[src/rtl/money_ledger_pkg.sv]
// Shared constants for the vending ledger: FSM encoding, price table,
// coin denominations and the greedy change helper.
package money_pkg;

    localparam int CREDIT_W = 8;

    typedef enum logic [2:0] {
        IDLE     = 3'd0,
        SELECT   = 3'd1,
        PAY      = 3'd2,
        CHANGE   = 3'd3,
        DISPENSE = 3'd4
    } ledger_state_t;

    localparam logic [5:0] DENOM_50 = 6'd50;
    localparam logic [5:0] DENOM_20 = 6'd20;
    localparam logic [5:0] DENOM_10 = 6'd10;
    localparam logic [5:0] DENOM_5  = 6'd5;
    localparam logic [5:0] DENOM_1  = 6'd1;

    function automatic logic [CREDIT_W-1:0] price_of(input logic [2:0] code);
        logic [CREDIT_W-1:0] price;
        case (code)
            3'd1:    price = 8'd2;
            3'd2:    price = 8'd3;
            3'd3:    price = 8'd5;
            3'd4:    price = 8'd7;
            3'd5:    price = 8'd10;
            3'd6:    price = 8'd12;
            3'd7:    price = 8'd15;
            default: price = 8'd0;
        endcase
        return price;
    endfunction

    // Largest denomination not exceeding the amount; 0 only for a zero amount.
    function automatic logic [5:0] greedy_pick(input logic [CREDIT_W-1:0] amount);
        logic [5:0] coin;
        if (amount >= 8'(DENOM_50))      coin = DENOM_50;
        else if (amount >= 8'(DENOM_20)) coin = DENOM_20;
        else if (amount >= 8'(DENOM_10)) coin = DENOM_10;
        else if (amount >= 8'(DENOM_5))  coin = DENOM_5;
        else if (amount >= 8'(DENOM_1))  coin = DENOM_1;
        else                             coin = 6'd0;
        return coin;
    endfunction

endpackage

[src/rtl/money_ledger_if.sv]
// Key-pulse, switch and display-value bundle between the panel logic and the ledger.
interface money_ledger_if;
    logic       in_money_one;
    logic       in_money_five;
    logic       in_money_ten;
    logic       in_money_twenty;
    logic       in_money_fifty;
    logic       sys_Goods;
    logic       sys_Confirm;
    logic       sys_Cancel;
    logic       sys_Change;
    logic [2:0] type_SW_high;
    logic [2:0] type_SW_low;
    logic [1:0] num_SW;
    logic [7:0] need_money;
    logic [7:0] input_money;
    logic [7:0] change_money;
    logic [5:0] change_coin;
    logic       change_coin_valid;
    logic       coin_reject;
    logic       vend_done;
    logic [2:0] ledger_state;

    modport master (
        output in_money_one, in_money_five, in_money_ten, in_money_twenty, in_money_fifty,
        output sys_Goods, sys_Confirm, sys_Cancel, sys_Change,
        output type_SW_high, type_SW_low, num_SW,
        input  need_money, input_money, change_money, change_coin, change_coin_valid,
        input  coin_reject, vend_done, ledger_state
    );

    modport slave (
        input  in_money_one, in_money_five, in_money_ten, in_money_twenty, in_money_fifty,
        input  sys_Goods, sys_Confirm, sys_Cancel, sys_Change,
        input  type_SW_high, type_SW_low, num_SW,
        output need_money, input_money, change_money, change_coin, change_coin_valid,
        output coin_reject, vend_done, ledger_state
    );
endinterface

[src/rtl/money_ledger_change_dispenser.sv]
// Paces change out as greedy denomination strobes separated by GAP idle cycles.
// The owner keeps the running amount and subtracts pick whenever fire is high.
module change_dispenser
    import money_pkg::*;
#(
    parameter int unsigned GAP = 4
) (
    input  logic                clk,
    input  logic                srst,
    input  logic                load,
    input  logic [CREDIT_W-1:0] amount,
    output logic                fire,
    output logic [5:0]          pick,
    output logic                busy,
    output logic [5:0]          coin,
    output logic                coin_valid,
    output logic                done
);
    localparam int GAP_W = $clog2(GAP + 1);

    logic [GAP_W-1:0] gap_reg;
    logic             busy_reg;
    logic [5:0]       coin_reg;
    logic             coin_valid_reg;
    logic             done_reg;
    logic             last_coin;

    assign pick      = greedy_pick(amount);
    assign fire      = busy_reg && (gap_reg == '0) && (amount != '0);
    assign last_coin = (amount == {2'b00, pick});

    always_ff @(posedge clk) begin
        if (srst) begin
            gap_reg        <= '0;
            busy_reg       <= 1'b0;
            coin_reg       <= '0;
            coin_valid_reg <= 1'b0;
            done_reg       <= 1'b0;
        end else begin
            coin_valid_reg <= fire;
            done_reg       <= fire && last_coin;
            if (fire) begin
                coin_reg <= pick;
            end
            if (load) begin
                busy_reg <= 1'b1;
                gap_reg  <= '0;
            end else if (fire) begin
                gap_reg <= GAP_W'(GAP);
                if (last_coin) begin
                    busy_reg <= 1'b0;
                end
            end else if (busy_reg && gap_reg != '0) begin
                gap_reg <= gap_reg - GAP_W'(1);
            end
        end
    end

    assign busy       = busy_reg;
    assign coin       = coin_reg;
    assign coin_valid = coin_valid_reg;
    assign done       = done_reg;
endmodule

[src/rtl/money_ledger.sv]
// Vending transaction controller: latches orders, accumulates credit,
// settles purchases or refunds and hands the change to the dispenser.
module money_ledger
    import money_pkg::*;
#(
    parameter int unsigned DISPENSE_GAP = 4,
    parameter int unsigned MAX_CREDIT   = 199
) (
    input  logic         sys_clk,
    input  logic         sys_rst,
    money_ledger_if.slave bus
);
    ledger_state_t       state_reg;
    logic [CREDIT_W-1:0] need_reg;
    logic [CREDIT_W-1:0] credit_reg;
    logic [CREDIT_W-1:0] change_reg;
    logic                coin_reject_reg;
    logic                vend_done_reg;

    logic [CREDIT_W-1:0] pair_price;
    logic [CREDIT_W-1:0] order_value;
    logic [6:0]          coin_sum;
    logic [CREDIT_W:0]   credit_total;
    logic                coin_any;
    logic                button_any;
    logic                coin_taken;
    logic                credit_fits;

    logic                disp_load;
    logic                disp_fire;
    logic [5:0]          disp_pick;
    logic                disp_busy;
    logic                disp_done;

    assign pair_price  = price_of(bus.type_SW_high) + price_of(bus.type_SW_low);
    assign order_value = pair_price * {6'd0, bus.num_SW};

    assign coin_sum = (bus.in_money_one    ? 7'd1  : 7'd0)
                    + (bus.in_money_five   ? 7'd5  : 7'd0)
                    + (bus.in_money_ten    ? 7'd10 : 7'd0)
                    + (bus.in_money_twenty ? 7'd20 : 7'd0)
                    + (bus.in_money_fifty  ? 7'd50 : 7'd0);
    assign coin_any     = bus.in_money_one | bus.in_money_five | bus.in_money_ten
                        | bus.in_money_twenty | bus.in_money_fifty;
    assign button_any   = bus.sys_Cancel | bus.sys_Confirm | bus.sys_Goods;
    // Any higher-priority button in the same cycle swallows the coins entirely.
    assign coin_taken   = coin_any && !button_any;
    assign credit_total = {1'b0, credit_reg} + {2'b00, coin_sum};
    assign credit_fits  = credit_total <= (CREDIT_W + 1)'(MAX_CREDIT);

    assign disp_load = (state_reg == CHANGE) && bus.sys_Change
                    && (change_reg != '0) && !disp_busy;

    change_dispenser #(.GAP(DISPENSE_GAP)) u_dispenser (
        .clk        (sys_clk),
        .srst       (sys_rst),
        .load       (disp_load),
        .amount     (change_reg),
        .fire       (disp_fire),
        .pick       (disp_pick),
        .busy       (disp_busy),
        .coin       (bus.change_coin),
        .coin_valid (bus.change_coin_valid),
        .done       (disp_done)
    );

    always_ff @(posedge sys_clk) begin
        if (sys_rst) begin
            state_reg       <= IDLE;
            need_reg        <= '0;
            credit_reg      <= '0;
            change_reg      <= '0;
            coin_reject_reg <= 1'b0;
            vend_done_reg   <= 1'b0;
        end else begin
            coin_reject_reg <= 1'b0;
            vend_done_reg   <= 1'b0;
            case (state_reg)
                IDLE: begin
                    if (bus.sys_Goods && !bus.sys_Cancel && !bus.sys_Confirm) begin
                        if (order_value != '0) begin
                            need_reg  <= order_value;
                            state_reg <= SELECT;
                        end
                    end else if (coin_taken) begin
                        coin_reject_reg <= 1'b1;
                    end
                end
                SELECT: begin
                    if (bus.sys_Cancel) begin
                        need_reg  <= '0;
                        state_reg <= IDLE;
                    end else if (bus.sys_Confirm) begin
                        state_reg <= PAY;
                    end else if (bus.sys_Goods) begin
                        if (order_value != '0) begin
                            need_reg <= order_value;
                        end
                    end else if (coin_taken) begin
                        coin_reject_reg <= 1'b1;
                    end
                end
                PAY: begin
                    if (bus.sys_Cancel) begin
                        change_reg <= credit_reg;
                        need_reg   <= '0;
                        credit_reg <= '0;
                        state_reg  <= CHANGE;
                    end else if (bus.sys_Confirm) begin
                        if (credit_reg >= need_reg) begin
                            change_reg    <= credit_reg - need_reg;
                            need_reg      <= '0;
                            credit_reg    <= '0;
                            vend_done_reg <= 1'b1;
                            state_reg     <= CHANGE;
                        end
                    end else if (coin_taken) begin
                        if (credit_fits) begin
                            credit_reg <= credit_total[CREDIT_W-1:0];
                        end else begin
                            coin_reject_reg <= 1'b1;
                        end
                    end
                end
                CHANGE: begin
                    if (bus.sys_Change) begin
                        state_reg <= (change_reg == '0) ? IDLE : DISPENSE;
                    end
                    if (coin_taken) begin
                        coin_reject_reg <= 1'b1;
                    end
                end
                DISPENSE: begin
                    if (disp_fire) begin
                        change_reg <= change_reg - {2'b00, disp_pick};
                    end
                    if (disp_done) begin
                        state_reg <= IDLE;
                    end
                    if (coin_taken) begin
                        coin_reject_reg <= 1'b1;
                    end
                end
                default: state_reg <= IDLE;
            endcase
        end
    end

    assign bus.need_money   = need_reg;
    assign bus.input_money  = credit_reg;
    assign bus.change_money = change_reg;
    assign bus.coin_reject  = coin_reject_reg;
    assign bus.vend_done    = vend_done_reg;
    assign bus.ledger_state = state_reg;
endmodule

[src/flat_wrapper.sv]
// flat-port wrapper written by rule: the top's interface ports become plain ports
module money_ledger_flat import money_pkg::*;
#(
    parameter int unsigned DISPENSE_GAP = 4,
    parameter int unsigned MAX_CREDIT   = 199
)
  (sys_clk, sys_rst, bus_in_money_one, bus_in_money_five, bus_in_money_ten, bus_in_money_twenty, bus_in_money_fifty, bus_sys_Goods, bus_sys_Confirm, bus_sys_Cancel, bus_sys_Change, bus_type_SW_high, bus_type_SW_low, bus_num_SW, bus_need_money, bus_input_money, bus_change_money, bus_change_coin, bus_change_coin_valid, bus_coin_reject, bus_vend_done, bus_ledger_state);
  money_ledger_if bus_i ();
  input  logic sys_clk;
  input  logic sys_rst;
  input wire logic [$bits(bus_i.in_money_one)-1:0] bus_in_money_one;
  input wire logic [$bits(bus_i.in_money_five)-1:0] bus_in_money_five;
  input wire logic [$bits(bus_i.in_money_ten)-1:0] bus_in_money_ten;
  input wire logic [$bits(bus_i.in_money_twenty)-1:0] bus_in_money_twenty;
  input wire logic [$bits(bus_i.in_money_fifty)-1:0] bus_in_money_fifty;
  input wire logic [$bits(bus_i.sys_Goods)-1:0] bus_sys_Goods;
  input wire logic [$bits(bus_i.sys_Confirm)-1:0] bus_sys_Confirm;
  input wire logic [$bits(bus_i.sys_Cancel)-1:0] bus_sys_Cancel;
  input wire logic [$bits(bus_i.sys_Change)-1:0] bus_sys_Change;
  input wire logic [$bits(bus_i.type_SW_high)-1:0] bus_type_SW_high;
  input wire logic [$bits(bus_i.type_SW_low)-1:0] bus_type_SW_low;
  input wire logic [$bits(bus_i.num_SW)-1:0] bus_num_SW;
  output wire logic [$bits(bus_i.need_money)-1:0] bus_need_money;
  output wire logic [$bits(bus_i.input_money)-1:0] bus_input_money;
  output wire logic [$bits(bus_i.change_money)-1:0] bus_change_money;
  output wire logic [$bits(bus_i.change_coin)-1:0] bus_change_coin;
  output wire logic [$bits(bus_i.change_coin_valid)-1:0] bus_change_coin_valid;
  output wire logic [$bits(bus_i.coin_reject)-1:0] bus_coin_reject;
  output wire logic [$bits(bus_i.vend_done)-1:0] bus_vend_done;
  output wire logic [$bits(bus_i.ledger_state)-1:0] bus_ledger_state;
  assign bus_i.in_money_one = bus_in_money_one;
  assign bus_i.in_money_five = bus_in_money_five;
  assign bus_i.in_money_ten = bus_in_money_ten;
  assign bus_i.in_money_twenty = bus_in_money_twenty;
  assign bus_i.in_money_fifty = bus_in_money_fifty;
  assign bus_i.sys_Goods = bus_sys_Goods;
  assign bus_i.sys_Confirm = bus_sys_Confirm;
  assign bus_i.sys_Cancel = bus_sys_Cancel;
  assign bus_i.sys_Change = bus_sys_Change;
  assign bus_i.type_SW_high = bus_type_SW_high;
  assign bus_i.type_SW_low = bus_type_SW_low;
  assign bus_i.num_SW = bus_num_SW;
  assign bus_need_money = bus_i.need_money;
  assign bus_input_money = bus_i.input_money;
  assign bus_change_money = bus_i.change_money;
  assign bus_change_coin = bus_i.change_coin;
  assign bus_change_coin_valid = bus_i.change_coin_valid;
  assign bus_coin_reject = bus_i.coin_reject;
  assign bus_vend_done = bus_i.vend_done;
  assign bus_ledger_state = bus_i.ledger_state;
  money_ledger #(.DISPENSE_GAP(DISPENSE_GAP), .MAX_CREDIT(MAX_CREDIT)) u_core (.sys_clk(sys_clk), .sys_rst(sys_rst), .bus(bus_i));
endmodule
[config.mk]
export PLATFORM = sky130hd
export DESIGN_NAME = money_ledger_flat
export DESIGN_NICKNAME = d
export VERILOG_FILES = /design/src/rtl/money_ledger_pkg.sv /design/src/rtl/money_ledger_if.sv /design/src/rtl/money_ledger_change_dispenser.sv /design/src/rtl/money_ledger.sv /design/src/flat_wrapper.sv
export SDC_FILE = /design/constraint.sdc
export NUM_CORES = 1
export LEC_CHECK = 0
export BUFFER_PORTS_ARGS = -buffer_cell sky130_fd_sc_hd__buf_2
export CAP_MARGIN = 20
export CORE_ASPECT_RATIO = 0.6
export CORE_UTILIZATION = 35
export CTS_CLUSTER_DIAMETER = 40
export DETAILED_ROUTE_END_ITERATION = 6
export HOLD_SLACK_MARGIN = 0.02
export SLEW_MARGIN = 20
export SYNTH_ARGS = -nofsm -noshare
export SYNTH_HDL_FRONTEND = slang
export SYNTH_SLANG_ARGS = --single-unit
[constraint.sdc]
create_clock -name sys_clk -period 4.4 [get_ports sys_clk]
set_clock_uncertainty 0.1 [all_clocks]
set_input_delay 0 -clock sys_clk [delete_from_list [all_inputs] [get_ports sys_clk]]
set_output_delay 0 -clock sys_clk [all_outputs]
set_load 0.01 [all_outputs]
* Yosys cells after proc, flatten, opt, wreduce, memory -nomap -nowiden
Index checks and enable logic that the tools add are counted.
Word-level totals: flip-flop bits (word level) 41, bits in latches 0, memory bits (writable) 0, memory bits (read-only) 0, bits of input ports 19, output and inout bits 36, word-level logic and storage cells 160, memories 0
Cells by class: add/subtract/negate cells 9, multipliers 1, divide/modulo/power cells 0, $lt $le $gt $ge 7, equal/unequal tests 30, shift-type cells 0, multiplexer cells 57, bitwise logic cells 8, reductions and logical operators 36
Operator list (number):
- $mux W8 | 16
- $pmux W4 S7 | 2
- $mux W3 | 14
- $add A7 B7 Y7 | 4
- $eq A3 B3 Y1 const B | 9
- $pmux W8 S3 | 1
- $eq A3 B2 Y1 const B | 6
- $pmux W8 S2 | 1
- $reduce_bool A8 Y1 | 2
- $mux W1 | 15
- $pmux W3 S5 | 1
- $mux W6 | 2
- $ne A3 B3 Y1 const B | 4
- $reduce_bool A3 Y1 | 4
- $logic_and A1 B1 Y1 | 10
- $mux W5 | 2
- $add A8 B7 Y9 | 1
- $eq A3 B1 Y1 const B | 3
- $le A9 B8 Y1 const B | 1
- $eq A8 B6 Y1 | 1
- $ge A8 B1 Y1 const B | 1
- $ge A8 B3 Y1 const B | 1
- $ge A8 B4 Y1 const B | 1
- $ge A8 B5 Y1 const B | 1
- other kinds (26) | 45

* Depth between registers and ports, before layout
Gate-level depths: netlist of run 1.
depth in word-level cells 12, depth in mapped cells 16, mapped depth without buffers 16

* Cells and area by module
A second synthesis of run 1 with hierarchy kept.
Second synthesis, totals: cells, all modules 478, area total of the unflattened synthesis 3862.5 sq um
Modules (own cells, without submodules):
- money_ledger | times used 1, cells each 385, area an instance 3039.2 sq um, sequential area each 580.6 sq um
- change_dispenser | times used 1, cells each 93, area an instance 823.3 sq um, sequential area each 240.2 sq um

* Least setup slack after synthesis of run 1
No wires, ideal clock.
path type input to register, start in bus_type_SW_high[0], end reg u_core.need_reg[5] (netlist: u_core.bus.need_money[5]), setup time 62 ps, data arrival time 2869 ps, required time 4238 ps, setup slack 1369 ps, stages on the path 14, buffers on the path 0, cell sequence nand2b_1 -> xnor2_1 -> ha_1 -> inv_1 -> fa_1 -> nor2b_1 -> ha_1 -> fa_1 -> a2111oi_0 -> nand2_1 -> a221o_1 -> o221ai_2 -> and2_1 -> a22o_1
On the way: longest elaborated chain between the ends 10, elaborated cells on any way between the ends 17, classes of those cells add/sub (1); mul (1); eq/ne (7); mux (7); reduce/logical (1)
Ends and longest elaborated chain:
- start, declared | line flat_wrapper.sv:20 | input wire logic [$bits(bus_i.type_SW_high)-1:0] bus_type_SW_high;
- $eq A3 B3 Y1, or another cell as far along | line money_ledger_pkg.sv:23 | case (code)
- $pmux W4 S7 * | line money_ledger_pkg.sv:23
- $add A4 B4 Y5 * | line money_ledger.sv:35 | assign pair_price = price_of(bus.type_SW_high) + price_of(bus.type_SW_low);
- $mul A8 B2 Y8 * | line money_ledger.sv:36 | assign order_value = pair_price * {6'd0, bus.num_SW};
- $reduce_bool A8 Y1 | line money_ledger.sv:81, money_ledger.sv:96
- $mux W8 * | line money_ledger.sv:81, money_ledger.sv:96
- $mux W8 | line money_ledger.sv:95 | end else if (bus.sys_Goods) begin
- $mux W8 | line money_ledger.sv:93 | end else if (bus.sys_Confirm) begin
- $mux W8 | line money_ledger.sv:90 | if (bus.sys_Cancel) begin
- $pmux W8 S3 * | line money_ledger.sv:78 | case (state_reg)
- end signal, assigned | line money_ledger.sv:82 | need_reg <= order_value;
- end signal, assigned | line money_ledger.sv:97 | need_reg <= order_value;
- end, declared | line money_ledger.sv:14 | logic [CREDIT_W-1:0] need_reg;
Every way passes the cells marked *; elsewhere a longest branch is shown, timed or not. The select of a mux whose other input is x is not followed. A chain may end at the register's enable or synchronous reset.

* Final worst setup path of run 1
start in bus_in_money_fifty, end reg u_core.credit_reg[2] (netlist: u_core.bus.input_money[2])
On the way: longest elaborated chain between the ends 7, elaborated cells on any way between the ends 13, classes of those cells add/sub (2); order compare (1); mux (5); bitwise (1); reduce/logical (4)
Ends and longest elaborated chain:
- start, declared | line flat_wrapper.sv:15 | input wire logic [$bits(bus_i.in_money_fifty)-1:0] bus_in_money_fifty;
- parallel branches: the longest is 7 deep, another holds $add A8 B7 Y9
- end signal, assigned | line money_ledger.sv:119 | credit_reg <= credit_total[CREDIT_W-1:0];
- end, declared | line money_ledger.sv:15 | logic [CREDIT_W-1:0] credit_reg;
Parallel ways; which one is timed is not known. The select of a mux whose other input is x is not followed.

==> results of run 1 <==
logic make-up after synthesis:
family / after synthesis
AND/OR/NAND/NOR: 185
flip-flops: 41
AO/OA/AOI/OAI: 145
XOR/XNOR: 23
multiplexers: 11
adder cells (fa/ha/maj): 44
buffers and inverters: 49
final timing paths:
| path | from | endpoint | slack [ps] |
|---|---|---|---|
| setup reg to reg | u_core.bus.change_money[4] | u_core.bus.change_money[6] | 1270 |
| setup / recovery | bus_in_money_fifty | u_core.bus.input_money[2] | 1220 |
| hold reg to reg | u_core.u_dispenser.coin[0] | u_core.u_dispenser.coin[0] | 360 |
| hold / removal | bus_sys_Change | u_core.bus.ledger_state[1] | 40 |
report_power, final:
part / internal (mW) / total (mW) / switching, mW / leakage (nW)
Sequential: 0.377 / 0.387 / 0.0102 / 0.331
Combinational: 0.155 / 0.368 / 0.213 / 1.57
Clock: 0.269 / 0.427 / 0.158 / 0.0810
per-layer routing:
metal	part of all wire, %	vias up	GRT usage [%]
li1	-	1918	-
met1	52	1812	30.0
met5	0	-	0
met3	7.0	9	3.71
met4	0.60	0	3.00
met2	40	131	27.6
final cells by class:
| class | count | area [sq um] |
|---|---|---|
| Clock buffer | 6 | 129 |
| Clock inverter | 2 | 38.8 |
| Fill cell | 1114 | 6250 |
| Inverter | 33 | 124 |
| Multi-Input combinational cell | 408 | 2970 |
| Sequential cell | 41 | 821 |
| Tap cell | 139 | 174 |
| Timing Repair Buffer | 58 | 308 |
stage by stage:
step	cell area [sq um]	hold WS (ps)	utilization [%]	cells	setup slack, ps
after global routing	4570	81.7	42.2	687	937
after detailed placement	4360	249	40.3	676	948
final	4570	39.9	42.2	687	1220
after floorplan	3970	51.9	-	498	1370
after CTS	4560	39.5	42.2	687	1240
after global placement	4360	249	40.3	676	1040
critical path, stage by stage:
cell      delay [ps]
buf_2            150
ha_1             320
a21o_1           190
a21oi_1          240
nor3b_1           80
nor2_1           110
xnor2_1          120
ha_1             390
nand2_1          120
or3_1            430
a221oi_2         560
and2_1           260
nand2_1           70
mux2i_1          150
a311o_1          120
synthesized netlist by cell type (4+ instances only):
library cell | number | area [sq um]
nor2_1 | 46 | 173
a21o_1 | 10 | 75.1
clkbuf_1 | 13 | 48.8
o21bai_1 | 4 | 30.0
dfxtp_1 | 41 | 821
nand3_1 | 6 | 30.0
o2111ai_1 | 4 | 35.0
nand3b_1 | 4 | 30.0
o21ai_0 | 20 | 100
fa_1 | 6 | 120
and2_1 | 10 | 62.6
nor4_1 | 5 | 31.3
nand2b_1 | 14 | 87.6
nor3b_1 | 8 | 60.1
inv_1 | 31 | 116
a21oi_1 | 30 | 150
nor3_1 | 15 | 75.1
nand2_1 | 46 | 173
ha_1 | 38 | 475
nand4_1 | 5 | 31.3
xnor2_1 | 17 | 149
xor2_1 | 6 | 52.6
nor2b_1 | 14 | 87.6
a211oi_1 | 12 | 90.1
o21a_1 | 8 | 60.1
mux2i_1 | 10 | 100
a31oi_1 | 6 | 37.5
a32o_1 | 4 | 40.0
repair_timing:
item | in CTS | in global routing
hold buffers | 3 | 0
buffers inserted | 0 | 0
hold endpoints to repair | 3 | 0
setup endpoints to repair | 0 | 0
==> reports/metrics.cfg, run 1 <==
[status]
status=finished clean

[synth]
yosysWarnings=0
synth_edf_count=0
synth_fa_ha_area_share_pct=15.0
synth_xor_xnor_area_share_pct=5.07
synth_top_flop_cell=dfxtp_1
ys_ff_latch=41
avgSynthCellArea_sq_um=7.98
postSynthCellCount=498
synthesis.nets=561
synth_top_family_by_area=compound AO/OA/AOI/OAI gates
synth-compound-area-share_pct=28.1
seq_area_frac_synth_pct=20.7
synthMuxAreaShare_pct=2.80
synth_cell_types=72
synthArstFlopShare_pct=0
synth_area_sq_um=3970
yosys.area_share.simple_pct=23.7

[routing]
first_pass_iters=4
drt_iter0_markers=275
vias=3870
wirelength_microns=11400
drc=0
via_per_inst=5.63
postRouteAntennaNets=0
wl_per_cell_microns=16.5

[cts]
htreeDepth=2
ctsRootBufferMaster=clkbuf_16
cts_tree=yes
cts.clk_slew.worst_paths_ps=60
cts_buffer_depth=2
cts_buffers=5
clk_latency_ps=290
numClockSinks=41
post_cts_resized=0

[floorplanning]
die_x_microns=140
core_sq_um=10800
start_util_pct=36.8
dieArea_sq_um=11800
num_io_pins=55
die-height_microns=84.5
floorplan.rows=29

[grt]
grt_usage_pct=19.4
grt_pass1_wl_microns=18200
grt-ovfl-total=0
antenna_found_initial=0
grt_max_degree=27
grt_pass1_vias=3573

[critical_path]
start_kind=primary input
crit_required_ps=4530
critPathKind=in2reg
arrival_ps=3320
cp_max_fo=6
reg2reg_depth=12
cp-end-kind=flop

[timing]
fin_setup_tns_ps=0
finalSetupViolations=0
relSlewSlack_pct=52.1
hold_viol_final=0
worst_pin_slew_ps=712
min_period_ps=3180
period_share_pct=72.3
rsz0062_at_grt=no
fmax_ghz=0.314
finalMaxSlewViolations=0

[min_path]
hp-class=in2reg
whs_path_depth=4

[layout]
num_antenna_cells=0
layout_commonest_cell=buf_2
layout-drive-gt1-share_pct=14.8
synthToLayoutAreaGrowth_pct=14.9
final_cell_mix=buf_2 (54), nand2_1 (46), nor2_1 (46)
nNetsFinal=610

[run]
cap_violations=0

[pwr]
total_power_mw=1.18
powerDensity_nw_per_um2=259
p_leak_nw=1.98
ir_worst_vdd_mv=0.151

[place]
gp_congestion=0.879
dp_hpwl_microns=8880
io_buffers=54

(Power assumes the default switching activity.)
==> inputs of run 2 (changes only) <==
clock period = 2.75 ns   (was 4.4 ns; I/O delays follow)
==> run 2 against run 1 <==
Against the previous run: the flow now finishes with violations (setup timing); setup slack lost 1300 ps; non-clock buffer count rose by 123; die area unchanged; combinational power rose by 150%; power is 88% higher; flip-flop and latch count unchanged; hold slack better by 21 ps; cell count increased by 18%; largest power group is now combinational logic.
==> reports/metrics.cfg, run 2 (synthesis gave the netlist of run 1 again) <==
[grt]
grt-ovfl-total=0
grt_usage_pct=22.8
grt_max_degree=25
grt_pass1_vias=4239
grt_pass1_wl_microns=21500
antenna_found_initial=0

[layout]
ff_latch_area_sq_um=831
layout_commonest_cell=buf_4
fill_cells=959
synthToLayoutAreaGrowth_pct=52.6
multi_input_area_sq_um=3430
nNetsFinal=733
num_antenna_cells=0
final_cell_mix=buf_4 (114), buf_2 (47), nor2_1 (45)
layout-drive-gt1-share_pct=42.6

[timing]
setup_slack_ps=-118
rsz0062_at_grt=yes
fmax_ghz=0.349
worst_pin_slew_ps=791
relSlewSlack_pct=46.8
finalSetupViolations=9
hold-worst-slack_ps=61.0
finalMaxSlewViolations=0
hold_viol_final=0
min_period_ps=2870
period_share_pct=104

[routing]
wl_per_cell_microns=17.1
vias=4482
postRouteAntennaNets=0
drt_iter0_markers=346
via_per_inst=5.53
drc=0
first_pass_iters=5
wirelength_microns=13900

[cts]
numClockSinks=41
cts_buffer_depth=2
ctsRootBufferMaster=clkbuf_16
cts.clk_slew.worst_paths_ps=60
clk_latency_ps=290
cts_tree=yes
cts_buffers=5
htreeDepth=2

[place]
pre_cts_slack_ps=-550
gp_congestion=0.900
dp_hpwl_microns=10300
io_buffers=54

[min_path]
hp-class=in2reg
hp-start=bus_num_SW[1]

[critical_path]
crit_top_cell=ha_2
critPathSlowestCell=fa_2
critPathKind=in2reg
cp_num_buf_inv=2
crit_required_ps=2880
start_kind=primary input
critPathLaunch=bus_type_SW_high[0]
cp-end-kind=flop
cp_max_fo=4
r2r_start=u_core.bus.change_money[5]
cp_top_family=adder cells
cp_cell_sequence=buf_8, nand2b_4, xnor2_2, ha_2, inv_2, fa_2, nor2b_1, ha_2, fa_1, a2111oi_2, nand2_1, a221o_1, o221ai_4, and2_4, a22o_1
max_stage_delay_ps=520
arrival_ps=3000

[pwr]
powerDensity_nw_per_um2=366
ir_worst_vdd_mv=0.229
p_leak_nw=2.74

[floorplanning]
start_util_pct=36.8
die-height_microns=84.5
die_x_microns=140
dieArea_sq_um=11800
num_io_pins=55
floorplan.rows=29
core_sq_um=10800

[run]
cap_violations=0

[status]
failed_checks=setup timing
status=finished, violations left

==> run 2: worst reg2reg max path: stages (launching register included) <==
cell      delay [ps]
dfxtp_4          370
buf_12           140
a211oi_2         270
o21ai_2          110
buf_4            140
a21o_1           190
ha_4             280
o21a_1           170
o21ai_2           90
a211o_1          330
a21oi_2          120
o21ai_1           80
a31oi_1          240
==> run 2: layer usage <==
metal	up-vias	share of wire, %	track usage [%]	wire, microns
met4	0	0.49	3.20	68
met2	166	42	34.4	5860
met1	2134	50	33.8	6880
met5	-	0	0	0
li1	2174	-	-	-
met3	8	7.6	4.68	1060
==> run 2: where the power goes <==
group / switching (mW) / internal (mW) / leakage (nW)
clock: 0.258 / 0.431 / 0.0810
sequential: 0.0144 / 0.602 / 0.334
combinational: 0.456 / 0.457 / 2.33
==> run 2: metrics by stage <==
stage | power [mW] | instance area (sq um) | TNS [ps] | util, % | instances
after global routing | 2.32 | 6060 | -2750 | 56.1 | 810
after floorplan | 1.09 | 4060 | -587 | - | 498
after global placement | 1.35 | 5180 | -6480 | 47.9 | 770
after CTS | 2.12 | 5660 | -694 | 52.3 | 794
after detailed placement | 1.37 | 5180 | -8490 | 47.9 | 770
final | 2.22 | 6060 | -842 | 56.1 | 810
==> run 2: timing repair <==
item / in CTS / in global routing
setup buffers: 13 / 16
endpoints found under the setup margin: 21 / 25
endpoints found under the hold margin: 4 / 0
hold buffers: 4 / 0
resized for setup: 41 / 66
pin swaps: 28 / 49
==> run 2: area by class of cell <==
| cell class | instances | share of cell area (%) |
|---|---|---|
| clock buffer | 6 | 2.13 |
| sequential | 41 | 13.7 |
| multi-input combinational | 408 | 56.5 |
| inverter | 33 | 2.04 |
| clock inverter | 2 | 0.640 |
| tap | 139 | 2.87 |
| timing repair buffer | 181 | 22.1 |
==> run 2: worst paths after layout <==
| kind | endpoint | cells after the start | slack, ps |
|---|---|---|---|
| worst max-delay path | u_core.bus.need_money[5] | 15 | -120 |
| worst min-delay path | u_core.bus.need_money[6] | 3 | 60 |
| worst max register to register | u_core.bus.change_money[7] | 12 | 20 |
| worst min register to register | u_core.u_dispenser.coin[0] | 2 | 360 |
